### config.mk
export PLATFORM = sky130hd
export DESIGN_NAME = egress_reader
export DESIGN_NICKNAME = d
export VERILOG_FILES = /design/src/rtl/egress_reader.sv
export SDC_FILE = /design/constraint.sdc
export NUM_CORES = 1
export LEC_CHECK = 0
export BUFFER_PORTS_ARGS = -buffer_cell sky130_fd_sc_hd__buf_2
export CORE_AREA = 2 2 280 282
export CTS_CLUSTER_SIZE = 40
export DETAILED_ROUTE_END_ITERATION = 12
export DIE_AREA = 0 0 282 284
export GPL_TIMING_DRIVEN = 1
export PLACE_DENSITY = 0.65
export SLEW_MARGIN = 20
export SYNTH_ARGS = -nofsm -noshare
export SYNTH_HDL_FRONTEND = slang
export SYNTH_SLANG_ARGS = --single-unit
export TNS_END_PERCENT = 50
### constraint.sdc
create_clock -name clk -period 13.4 [get_ports clk]
set_input_delay 0 -clock clk [delete_from_list [all_inputs] [get_ports clk]]
set_output_delay 0 -clock clk [all_outputs]
set_load 0.01 [all_outputs]
### src/rtl/egress_reader.sv
// egress_reader: per-port circular buffers draining switch egress words
// to an Avalon-MM slave, with status, sticky error flags and drop counter.
module egress_reader #(
  parameter int DEPTH = 8,
  parameter int WIDTH = 32,
  parameter int CW    = $clog2(DEPTH) + 1
) (
  input  logic             clk,
  input  logic             reset,
  input  logic             chipselect,
  input  logic             read,
  input  logic             write,
  input  logic [3:0]       address,
  input  logic [31:0]      writedata,
  output logic [31:0]      readdata,
  output logic             readdatavalid,
  input  logic [WIDTH-1:0] out_data1,
  input  logic [WIDTH-1:0] out_data2,
  input  logic [WIDTH-1:0] out_data3,
  input  logic             out_wr1,
  input  logic             out_wr2,
  input  logic             out_wr3,
  output logic             irq
);

  localparam int AW = $clog2(DEPTH);
  localparam int NP = 3;

  typedef logic [AW-1:0] ptr_t;
  typedef logic [CW-1:0] cnt_t;

  logic [WIDTH-1:0] din [NP];
  logic [NP-1:0]    wr_v;

  logic [WIDTH-1:0] mem_q [NP][DEPTH];
  ptr_t             wptr_q [NP];
  ptr_t             wptr_d [NP];
  ptr_t             rptr_q [NP];
  ptr_t             rptr_d [NP];
  cnt_t             cnt_q [NP];
  cnt_t             cnt_d [NP];
  logic [NP-1:0]    ovf_q;
  logic [NP-1:0]    ovf_d;
  logic [NP-1:0]    udf_q;
  logic [NP-1:0]    udf_d;
  logic [31:0]      drop_q;
  logic [31:0]      drop_d;
  logic [31:0]      rdata_q;
  logic [31:0]      rdata_d;
  logic             rvalid_q;
  logic             irq_q;
  logic             irq_d;

  logic             rd_en;
  logic             clr;
  logic [NP-1:0]    nempty;
  logic [NP-1:0]    full;
  logic [NP-1:0]    pop;
  logic [NP-1:0]    acc;
  logic [NP-1:0]    drop;
  logic [NP-1:0]    udf_ev;
  logic [WIDTH-1:0] head [NP];
  logic [31:0]      status;
  logic [31:0]      port_word;
  logic [1:0]       ndrop;
  logic [32:0]      drop_sum;
  logic             any_d;
  logic             unused_wd;

  assign din[0] = out_data1;
  assign din[1] = out_data2;
  assign din[2] = out_data3;
  assign wr_v   = {out_wr3, out_wr2, out_wr1};

  assign unused_wd = ^writedata;

  always_comb begin
    rd_en     = chipselect & read;
    clr       = chipselect & write & (address == 4'd4);
    status    = '0;
    port_word = '0;
    ndrop     = '0;
    any_d     = 1'b0;
    for (int p = 0; p < NP; p++) begin
      nempty[p] = cnt_q[p] != '0;
      full[p]   = cnt_q[p] == cnt_t'(DEPTH);
      head[p]   = mem_q[p][rptr_q[p]];
      pop[p]    = rd_en && (address == 4'(p + 1)) && nempty[p];
      udf_ev[p] = rd_en && (address == 4'(p + 1)) && !nempty[p];
      // a pop in the same cycle frees the slot a full-buffer push needs
      acc[p]    = wr_v[p] && (!full[p] || pop[p]);
      drop[p]   = wr_v[p] && full[p] && !pop[p];
      cnt_d[p]  = cnt_q[p] + cnt_t'(acc[p]) - cnt_t'(pop[p]);
      wptr_d[p] = wptr_q[p] + ptr_t'(acc[p]);
      rptr_d[p] = rptr_q[p] + ptr_t'(pop[p]);
      ovf_d[p]  = (ovf_q[p] && !clr) || drop[p];
      udf_d[p]  = (udf_q[p] && !clr) || udf_ev[p];
      ndrop     = ndrop + 2'(drop[p]);
      any_d     = any_d || (cnt_d[p] != '0);
      status[8*p +: CW] = cnt_q[p];
      status[24 + p]    = !nempty[p];
      status[27 + p]    = ovf_q[p];
      if ((address == 4'(p + 1)) && nempty[p]) begin
        port_word = 32'(head[p]);
      end
    end
    status[30] = |udf_q;

    drop_sum = (clr ? 33'd0 : {1'b0, drop_q}) + 33'(ndrop);
    drop_d   = drop_sum[32] ? '1 : drop_sum[31:0];
    irq_d    = any_d || (|ovf_d) || (|udf_d);

    unique case (1'b1)
      address == 4'd0:
        rdata_d = status;
      (address >= 4'd1) && (address <= 4'd3):
        rdata_d = port_word;
      address == 4'd4:
        rdata_d = drop_q;
      default:
        rdata_d = '0;
    endcase
  end

  always_ff @(posedge clk or negedge reset) begin
    if (!reset) begin
      for (int p = 0; p < NP; p++) begin
        wptr_q[p] <= '0;
        rptr_q[p] <= '0;
        cnt_q[p]  <= '0;
      end
      ovf_q    <= '0;
      udf_q    <= '0;
      drop_q   <= '0;
      rdata_q  <= '0;
      rvalid_q <= 1'b0;
      irq_q    <= 1'b0;
    end else begin
      for (int p = 0; p < NP; p++) begin
        wptr_q[p] <= wptr_d[p];
        rptr_q[p] <= rptr_d[p];
        cnt_q[p]  <= cnt_d[p];
      end
      ovf_q    <= ovf_d;
      udf_q    <= udf_d;
      drop_q   <= drop_d;
      rvalid_q <= rd_en;
      irq_q    <= irq_d;
      if (rd_en) begin
        rdata_q <= rdata_d;
      end
    end
  end

  // storage carries no reset; occupancy alone defines valid contents
  always_ff @(posedge clk) begin
    for (int p = 0; p < NP; p++) begin
      if (acc[p]) begin
        mem_q[p][wptr_q[p]] <= din[p];
      end
    end
  end

  assign readdata      = rdata_q;
  assign readdatavalid = rvalid_q;
  assign irq           = irq_q;

endmodule
==> summary.md, run 1 <==
| Metric | Value |
|---|---|
| Status | finished, final reports clean |
| Initial Util | approximately 45% |
| # setup viols final | 0 |
| Sequential cell area fraction in the yosys report | approximately three quarters |
| HP Class | input port to register |
| Clk sink count | 870 |
| DRT antenna net count | 0 |
| Yosys top cell area share | about two thirds |
| P_leak | 13.7 nW |
| Vias | around 18000 |
| First-pass DRT Iterations | 6 |
| Library cells used by synthesis | 70 |
| Clock Power Share | between 30% and 40% |
| Synthesized cell area | approximately 34000 um^2 |
| Yosys Warn Count | 0 |
| Seq cells post-synth | 870 |
| Initial antenna violation count | 12 |
| Top post-synthesis cells by area | edfxtp_1, mux4_2, dfrtp_1 |
| Crit start category | register |
| Worst EP arrival | 5240 ps |
| Area after DPL | approximately 36000 um^2 |
| Post-synth EDFFs | 768 |
| Multi-input gate area | 8390 um^2 |
| Fin. max-slew vios | 0 |
| Final Net Count | around 2200 |
| Wirelength per Cell | roughly 26 um |
| Core Footprint | 77000 um^2 |
| Internal power | 5.50 mW |
| Sw Ratio | around 28% |
| DRC violations left | 0 |
| Clk root buf | clkbuf_16 |
| Hold slack | 53.1 ps |
| Port bufs | 141 |
| Slew HR | approximately 21% |
| Dpl cells | ~2900 |
| Post-synth ARST share | 11.7% |
| Clk slew on worst S/H paths | roughly 60 ps |
| Power, Total | 7.67 mW |
| Htree depth | 3 |
| Fmax | around 0.21 GHz |
| Area grow syn2layout | 17.7% |
| Critical Path RT | approximately 14000 ps |
| GRT Util Overall | 20.6% |
| Post-CTS Resized | 0 |
| Fin crit period | about 4800 ps |
| Net Switching | about 2.2 mW |
| Final worst slack | about 8600 ps |
| Filler Cells Inserted | about 6000 |
| Max IR drop VDD | approximately 0.00012 V |
| Logic pwr share | around 22% |
| Pin count of the biggest net entering global routing | just over 60 |
| Iteration-0 DRC Markers | 1958 |
| Synthesized instance count | 1743 |
| CP Capture Type | register |
| Detailed Route WL | just over 80 mm |
| Synth Flop Type | edfxtp_1 |
| Slew at the pin with the worst max-slew slack | 1190 ps |
| Sequential power share | between 40 and 50% |
| Detailed-placement wirelength estimate | between 50 and 60 mm |
| Unrepaired setup endpoints after global routing | false |
| Setup TNS | 0 ps |
| Setup CP Type | register to register |
| Non-filler cells, final | between 3000 and 4000 |
| Power density over cell area | around 190 nW/um^2 |
| CTS Buffer Depth | 3 |
| Post-route cell area | between 40000 and 50000 um^2 |
| Reg2Reg Setup Slack | between 8000 and 9000 ps |
| Layout Utilization | approximately 53% |
| Final hold vios | 0 |
| Vias per std cell | 5.68 |
| Crit path max fanout | 24 |
| Global-route wire length before repair | 120 mm |
| Full die area | 80100 um^2 |
| Rows | a little over 100 |
| Storage cell area | roughly 26000 um^2 |
| CTS tree | yes |
| Worst-Skew Late Latency | between 600 and 700 ps |
| Cell accounting for the most synthesized area | edfxtp_1 |
| Gpl congestion | roughly 0.9 |
| Die width | 282 um |
| Max Cap Viol | 0 |
| Number of CTS-inserted buffers | 89 |
| Share of layout cells above drive strength 1 | 25.8% |
| Dpl ws | ~9000 ps |
| Post-route clock period utilization | between 30 and 40% |
| Global route overflow | 0 |
| Clock Skews | between 20 and 25 ps |
| Die height | between 200 and 300 um |
| Syn Area/Cell | 19.7 um^2 |
| Syn nets | around 1900 |
| Top Ports | roughly 170 |
| Vias in the first global route | about 18000 |
-- worst max-delay path: stages (launching register included) --
cell,delay (ps)
dfrtp_1,360
inv_1,110
ha_1,200
or3b_2,510
and4_1,630
o21ai_1,720
ha_1,340
inv_1,60
ha_1,160
inv_1,60
fa_1,490
inv_1,50
nor4_1,270
nand4_1,160
nor4_1,240
nand4bb_1,230
-- layout make-up --
class,count,share of cell area (%)
Sequential cell,870,63.4
Multi-Input combinational cell,751,20.8
Clock buffer,115,5.93
Timing Repair Buffer,296,5.36
Tap cell,1040,3.22
Clock inverter,44,1.02
Inverter,33,0.306
Antenna cell,1,0.00619
-- logic make-up after synthesis --
logic type,synth area share [%]
AO/OA/AOI/OAI,3.47
multiplexers,14.0
buffers and inverters,1.50
AND/OR/NAND/NOR,4.13
adder cells (fa/ha/maj),1.38
XOR/XNOR,0.918
flip-flops,74.5
-- synthesized netlist by cell type, types with 8 or more instances --
master / instances
edfxtp_1: 768
mux4_2: 192
nand2_1: 117
dfrtp_1: 102
mux2i_1: 49
clkbuf_1: 45
o21ai_0: 42
nor2_1: 35
buf_2: 33
inv_1: 31
ha_1: 30
o221ai_1: 23
a222oi_1: 22
xnor2_1: 21
nor3_1: 20
nand2b_1: 15
xor2_1: 15
a22oi_1: 14
and3_1: 13
nor4_1: 13
nand3_1: 12
a22o_1: 8
buf_1: 8
nand4_1: 8
-- registers in the layout (all words and copies together), names as in the netlist --
name	flops
drop_q	32
rptr_q	9
irq	1
wptr_q	9
cnt_q	12
udf_q	3
mem_q	768
readdatavalid	1
readdata	32
ovf_q	3
-- cells in the final DEF, fill, tap and decap left out, drive strengths merged, types with 22 or more instances in the layout --
cell type | netlist | final
a222oi | 22 | 22
buf | 44 | 186
clkbuf | 45 | 115
clkinv | 1 | 35
dfrtp | 102 | 102
dlygate4sd3 | 0 | 110
edfxtp | 768 | 768
ha | 30 | 30
inv | 32 | 35
mux2i | 49 | 49
mux4 | 192 | 192
nand2 | 117 | 117
nor2 | 35 | 35
o21ai | 43 | 43
o221ai | 23 | 23
-- layer usage --
layer	vias up	routed length, um	track usage [%]
met5	-	170	0.977
met4	16	2040	6.21
met1	9327	33000	28.8
met2	694	38900	32.0
li1	7748	-	-
met3	111	7370	5.31
-- worst paths after layout --
| kind | from | end | cells past startpoint |
|---|---|---|---|
| worst max-delay path | cnt_q[2]$_DFF_PN0_ | irq$_DFF_PN0_ | 15 |
| worst min-delay path | chipselect | ovf_q[1]$_DFF_PN0_ | 4 |
| worst max register to register | cnt_q[2]$_DFF_PN0_ | irq$_DFF_PN0_ | 15 |
| worst min register to register | ovf_q[1]$_DFF_PN0_ | ovf_q[1]$_DFF_PN0_ | 1 |
| max in group asynchronous | reset | rptr_q[3]$_DFF_PN0_ | 4 |
| min in group asynchronous | reset | readdata[12]$_DFFE_PN0P_ | 4 |
-- power by group through the flow --
stage	Combinational (mW)	Sequential, mW	Clock [mW]
2_1_floorplan	1.16	3.55	0
3_3_place_gp	1.65	3.63	0
3_5_place_dp	1.68	3.66	0
4_1_cts	1.72	3.61	2.42
5_1_grt	1.81	3.65	2.53
6_report	1.68	3.60	2.38
-- what timing repair did --
action	CTS	global route
buffers inserted	0	0
hold buffers	111	0
endpoints found under the hold margin	823	0
(Power assumes the default switching activity.)
==> run 2: changes to the inputs <==
Settings changed: ABC_AREA set to 1, CORE_AREA 2 2 280 282 to 2 2 289 291, DIE_AREA 0 0 282 284 to 0 0 291 293.
Clock period 13.4 ns to 4.55 ns, I/O delays scaled along.
==> summary.md, run 2 <==
| Metric | Value |
|---|---|
| Unrepaired setup endpoints after global routing | false |
| Post-synth ARST share | 11.7% |
| Commonest non-fill, non-tap cell in the layout | nand2_1 |
| Rows | around 110 |
| Top Ports | around 170 |
| Synth Flop Type | edfxtp_1 |
| Non-filler cells, final | approximately 4700 |
| # setup viols final | 0 |
| Syn nets | ~3500 |
| Sw Ratio | about a third |
| Fin crit period | 3600 ps |
| Detailed-placement wirelength estimate | between 50 and 60 mm |
| Sequential cell area fraction in the yosys report | a little over two thirds |
| Clk sink count | just under 900 |
| Pin count of the biggest net entering global routing | between 90 and 100 |
| Area grow syn2layout | 16.0% |
| DRC violations left | 0 |
| Initial Util | between 40 and 50% |
| Die width | just under 300 um |
| First-pass DRT Iterations | 6 |
| Yosys Warn Count | 0 |
| Post-synth top cells | nand2_1, edfxtp_1, nand3_1, nor2_1, inv_1 |
| Full die area | about 85000 um^2 |
| Crit start category | register |
| Storage cell area | 25600 um^2 |
| Worst EP arrival | ~4100 ps |
| Net Switching | approximately 8 mW |
| Setup TNS | 0 ps |
| Synth Area in Simple Gates | about a fifth |
| Library cells used by synthesis | 40 |
| Wirelength per Cell | around 20 um |
| Multi-input gate area | just under 10000 um^2 |
| CP Capture Type | register |
| Post-route cell area | about 43000 um^2 |
| Vias | around 25000 |
| Detailed Route WL | between 90 and 100 mm |
| Slew HR | between 20% and 30% |
| Dpl ws | about 940 ps |
| Number of flip-flops in the largest register | about 770 |
| Dpl cells | 4393 |
| Worst-Skew Late Latency | 670 ps |
| Final Net Count | 3702 |
| Gpl congestion | around 0.89 |
| Layout Utilization | 52.1% |
| Clock Power Share | between 20% and 30% |
| CTS Buffer Depth | 3 |
| Number of CTS-inserted buffers | a little over 90 |
| Main combinational cell family by area after synthesis | simple AND/OR/NAND/NOR gates |
| Power density over cell area | between 500 and 600 nW/um^2 |
| Cell accounting for the most synthesized area | edfxtp_1 |
| Core Footprint | between 80000 and 90000 um^2 |
| Iteration-0 DRC Markers | between 2000 and 2500 |
| Post-synth EDFFs | 768 |
| Compound-Gate Fraction of Synth Area | roughly 5.0% |
| Clock Skews | between 40 and 50 ps |
| Post-Synth XOR/XNOR Area | 0.333% |
| DRT antenna net count | 0 |
| Die height | roughly 300 um |
| Critical Path RT | approximately 5100 ps |
| CTS tree | yes |
| Fin. max-slew vios | 0 |
| Filler Cells Inserted | 7033 |
| P_leak | approximately 17 nW |
| Fmax | ~0.28 GHz |
| Most frequent cells in the layout | nand2_1, edfxtp_1, nand3_1, nor2_1, inv_1 |
| Syn Area/Cell | about 11 um^2 |
| HP Class | input port to register |
| Share of layout cells above drive strength 1 | 11.7% |
| Count leader, synth | nand2_1 |
| Post-route clock period utilization | between 70% and 80% |
| Area after DPL | ~39000 um^2 |
| Port bufs | around 140 |
| Crit path max fanout | 32 |
| Yosys top cell area share | 62.7% |
| Max IR drop VDD | approximately 0.00036 V |
| Final hold vios | 0 |
| Status | finished, final reports clean |
| Initial antenna violation count | 6 |
| Global route overflow | 0 |
| Synth Area in Adders | ~1.3% |
| Final worst slack | 955 ps |
| Clk root buf | clkbuf_16 |
| Logic pwr share | a little over a quarter |
| Clk slew on worst S/H paths | approximately 60 ps |
| Synthesized cell area | roughly 37000 um^2 |
| Vias in the first global route | 24000 |
| Mux cell area share after synthesis | 0% |
| Sequential power share | roughly 44% |
| Global-route wire length before repair | 145 mm |
| Htree depth | 3 |
| Setup CP Type | register to register |
| Top post-synthesis cells by area | edfxtp_1, nand2_1, dfrtp_1 |
| Max Cap Viol | 0 |
| Seq cells post-synth | 870 |
| Synthesized instance count | around 3300 |
| Vias per std cell | approximately 5.4 |
| Internal power | between 15 and 20 mW |
| GRT Util Overall | 22.3% |
| Slew at the pin with the worst max-slew slack | 1060 ps |
| Total setup buffers inserted after CTS | 0 |
==> run 2: layer usage <==
| layer | wire (um) | share of wire [%] | vias to the layer above | track usage, % |
|---|---|---|---|---|
| li1 | - | - | 11800 | - |
| met1 | 40600 | 42 | 12100 | 30.6 |
| met2 | 44800 | 47 | 928 | 36.1 |
| met3 | 7350 | 7.7 | 172 | 4.21 |
| met4 | 2740 | 2.9 | 8 | 7.32 |
| met5 | 50 | 0.052 | - | 0 |
==> run 2: final timing paths <==
check	startpoint	endpoint	slack, ps	cells after the start
max	cnt_q[10]$_DFF_PN0_	drop_q[4]$_DFF_PN0_	950	17
min	out_data3[22]	mem_q[0][566]$_DFFE_PP_	130	2
max reg2reg	cnt_q[10]$_DFF_PN0_	drop_q[4]$_DFF_PN0_	950	17
min reg2reg	readdata[1]$_DFFE_PN0P_	readdata[1]$_DFFE_PN0P_	480	2
max in group asynchronous	reset	rptr_q[0]$_DFF_PN0_	3330	4
min in group asynchronous	reset	rptr_q[6]$_DFF_PN0_	270	3
==> run 2: power groups by stage <==
stage                     Sequential [mW]  Combinational (mW)  Clock, mW
after floorplan                      10.5                4.23          0
after global placement               10.6                6.06          0
after detailed placement             10.6                6.14          0
after CTS                            10.5                6.26       7.13
after global routing                 10.6                7.00       7.46
final                                10.5                6.23       7.03
==> run 2: cells by family after synthesis <==
kind of cell             count (synthesis)
XOR/XNOR                                14
AO/OA/AOI/OAI                          324
AND/OR/NAND/NOR                       1686
buffers and inverters                  373
adder cells (fa/ha/maj)                 35
flip-flops                             870
==> run 2: metrics by stage <==
stage	power, mW	hold slack (ps)
after floorplan	14.7	-296
after detailed placement	16.8	114
after global routing	25.0	127
final	23.7	131
after global placement	16.7	118
after CTS	23.9	95.4
==> run 2: layout make-up <==
| type | instances | share of cell area [%] |
|---|---|---|
| sequential | 870 | 60.0 |
| multi-input combinational | 2059 | 23.0 |
| clock buffer | 124 | 5.77 |
| timing repair buffer | 310 | 5.35 |
| tap | 1070 | 3.14 |
| inverter | 195 | 1.72 |
| clock inverter | 45 | 0.926 |
| antenna | 4 | 0.0235 |
==> run 2: worst max-delay path: stages, from the launching register on <==
cell,delay [ps]
dfrtp_1,350
inv_1,130
ha_1,160
inv_1,40
nor2_1,180
nor2_2,70
nand2_1,130
nand3_1,160
fa_1,560
inv_1,40
ha_1,190
fa_1,410
nand2_1,80
nor2_1,100
nand2_2,130
nor2_4,60
nand2_4,410
o211ai_1,200
==> run 2: repair_timing <==
item,CTS,global route
hold buffers,111,0
endpoints found under the hold margin,869,0
gates resized for setup,0,0
==> run 3: changes to the inputs <==
Settings changed: PLACE_DENSITY 0.65 to 0.68.
Clock period 4.55 ns to 3.3 ns, I/O delays scaled along.
==> summary.md, run 3 (same netlist as run 2, synthesis figures left out) <==
| Metric | Value |
|---|---|
| End of the critical path | drop_q[12]$_DFF_PN0_ |
| Crit path max fanout | 4 |
| Setup TNS | 0 ps |
| Final hold vios | 0 |
| Post-route clock period utilization | 95.1% |
| DRT antenna net count | 0 |
| Critical Path RT | 3880 ps |
| Setup CP Type | register to register |
| CP Capture Type | register |
| Reg2Reg Setup Slack | between 150 and 200 ps |
| Share of layout cells above drive strength 1 | roughly an eighth |
| Global-route wire length before repair | about 150 mm |
| Initial antenna violation count | 10 |
| Slew at the pin with the worst max-slew slack | ~900 ps |
| Commonest non-fill, non-tap cell in the layout | nand2_1 |
| Wirelength per Cell | between 20 and 25 um |
| Core Footprint | 81800 um^2 |
| Clock Skews | between 20 and 25 ps |
| CP Launch Point | cnt_q[11]$_DFF_PN0_ |
| Top Ports | roughly 170 |
| Vias in the first global route | approximately 24000 |
| Crit path largest cell delay | 540 ps |
| Met3 wire length | about 7 mm |
| Worst EP arrival | between 3000 and 4000 ps |
| Area grow syn2layout | 17.1% |
| Area after DPL | 39200 um^2 |
| Hold path depth | 7 |
| Fmax | between 0.3 and 0.4 GHz |
| CP max-delay cell | fa_1 |
| Slew HR | 39.9% |
| Unrepaired setup endpoints after global routing | false |
| FF-to-FF path depth | 18 |
| Max Cap Viol | 0 |
| Number of flip-flops in the largest register | between 700 and 800 |
| Dpl ws | around 18 ps |
| Crit start category | register |
| Detailed Route WL | around 96 mm |
| P_leak | between 15 and 20 nW |
| Fin. max-slew vios | 0 |
| Storage cell area | approximately 26000 um^2 |
| Htree depth | 3 |
| Cell Chain, Critical Path | inv_1 > ha_1 > inv_1 > nor2_4 > nor2_4 > nand2_1 > nand3_2 > fa_1 > inv_1 > ha_1 > fa_1 > nand2_1 > nor2_2 > buf_4 > inv_1 > nor2_1 > or2_2 > nand3_2 |
| RR Endpoint | drop_q[12]$_DFF_PN0_ |
| Vias per std cell | approximately 5.4 |
| Vias | around 25000 |
| Global route overflow | 0 |
| DRC violations left | 0 |
| Top layer in use | met5 |
| Filler Cells Inserted | 6902 |
| Most frequent cells in the layout | nand2_1, edfxtp_1, nand3_1, nor2_1, inv_1 |
| Number of CTS-inserted buffers | 88 |
| Reg2reg start | cnt_q[11]$_DFF_PN0_ |
| Power density over cell area | around 760 nW/um^2 |
| Fin crit period | between 3000 and 4000 ps |
| Detailed-placement wirelength estimate | 56.7 mm |
| Initial Util | 45.0% |
| Die height | 293 um |
| Final worst slack | ~160 ps |
| HP Class | input port to register |
| Post-route cell area | 43100 um^2 |
| CTS Buffer Depth | 3 |
| Crit-path most repeated cell | inv_1 |
| Status | finished, final reports clean |
| Die width | a little under 300 um |
| Clk slew on worst S/H paths | about 60 ps |
| Rows | about 110 |
| CTS tree | yes |
| Iteration-0 DRC Markers | between 2000 and 2500 |
| Gpl congestion | between 0.9 and 1 |
| Hold slack | 98.6 ps |
| Max IR drop VDD | 0.000585 V |
| WL met1 | around 40 mm |
| Metal2 WL | between 40 and 50 mm |
| Full die area | between 80000 and 90000 um^2 |
| Pin count of the biggest net entering global routing | 130 |
| # setup viols final | 0 |
| Clk sink count | 870 |
| First-pass DRT Iterations | 5 |
| Multi-input gate area | around 9900 um^2 |
| Clk root buf | clkbuf_16 |
| GRT Util Overall | between 20 and 25% |
| Worst-Skew Late Latency | about 660 ps |
| Port bufs | between 100 and 150 |
| Final Net Count | roughly 3700 |
==> run 3: cell types whose count changed in the layout (fill, tap and decap cells not counted), moves of 4 or more <==
cell / delta
buf_12: +26
clkbuf_1: -8
clkinv_1: +7
diode_2: +6
buf_4: -5
clkbuf_8: -4
clkinv_16: -4
==> run 3: how the worst min path moves through the flow <==
| stage | startpoint | endpoint | slack [ps] |
|---|---|---|---|
| 2_1_floorplan | reset | cnt_q[0]$_DFF_PN0_ | -300 |
| 3_3_place_gp | reset | readdata[3]$_DFFE_PN0P_ | 120 |
| 3_5_place_dp | reset | readdata[3]$_DFFE_PN0P_ | 110 |
| 4_1_cts | address[3] | readdata[9]$_DFFE_PN0P_ | 70 |
| 5_1_grt | out_data3[24] | mem_q[0][632]$_DFFE_PP_ | 150 |
| 6_report | address[3] | ovf_q[0]$_DFF_PN0_ | 100 |
==> run 3: repair_timing <==
action                     CTS  global route
hold buffers               110             0
setup endpoints to repair    0            31
hold endpoints to repair   923             0
resized for setup            0            10
setup buffers                0             2
==> run 3: area by class of cell <==
class / count / share of cell area (%)
Sequential cell: 870 / 59.5
Multi-Input combinational cell: 2059 / 22.9
Timing Repair Buffer: 330 / 6.36
Clock buffer: 109 / 5.34
Tap cell: 1070 / 3.11
Inverter: 195 / 1.71
Clock inverter: 55 / 1.05
Antenna cell: 10 / 0.0581
==> run 3: routing by layer <==
| metal | GRT usage, % | up-vias |
|---|---|---|
| met1 | 30.8 | 12300 |
| met4 | 9.58 | 8 |
| met2 | 35.3 | 987 |
| met5 | 0 | - |
| met3 | 3.54 | 199 |
| li1 | - | 11900 |
==> run 3: worst max-delay path, delay by kind of cell, from the launching register on <==
kind | cells | cell delay, ps
fa+ha+maj | 4 | 1290
buf+inv | 5 | 400
flops | 1 | 380
simple gates | 9 | 990
==> run 3: power breakdown <==
group | internal [mW] | switching (mW) | leakage, nW
clock network | 5.32 | 4.24 | 1.35
registers | 13.8 | 0.469 | 8.30
logic | 2.76 | 6.34 | 7.10
total | 21.9 | 11.0 | 16.8
==> run 3: through the flow <==
| stage | std cells | power (mW) | utilization, % |
|---|---|---|---|
| detailed placement | 4412 | 23.4 | 47.8 |
| CTS | 4686 | 33.0 | 52.6 |
| global route | 4694 | 34.6 | 52.6 |
| global placement | 4412 | 23.2 | 47.8 |
| finish | 4698 | 32.9 | 52.7 |
| floorplan | 3302 | 20.3 | - |
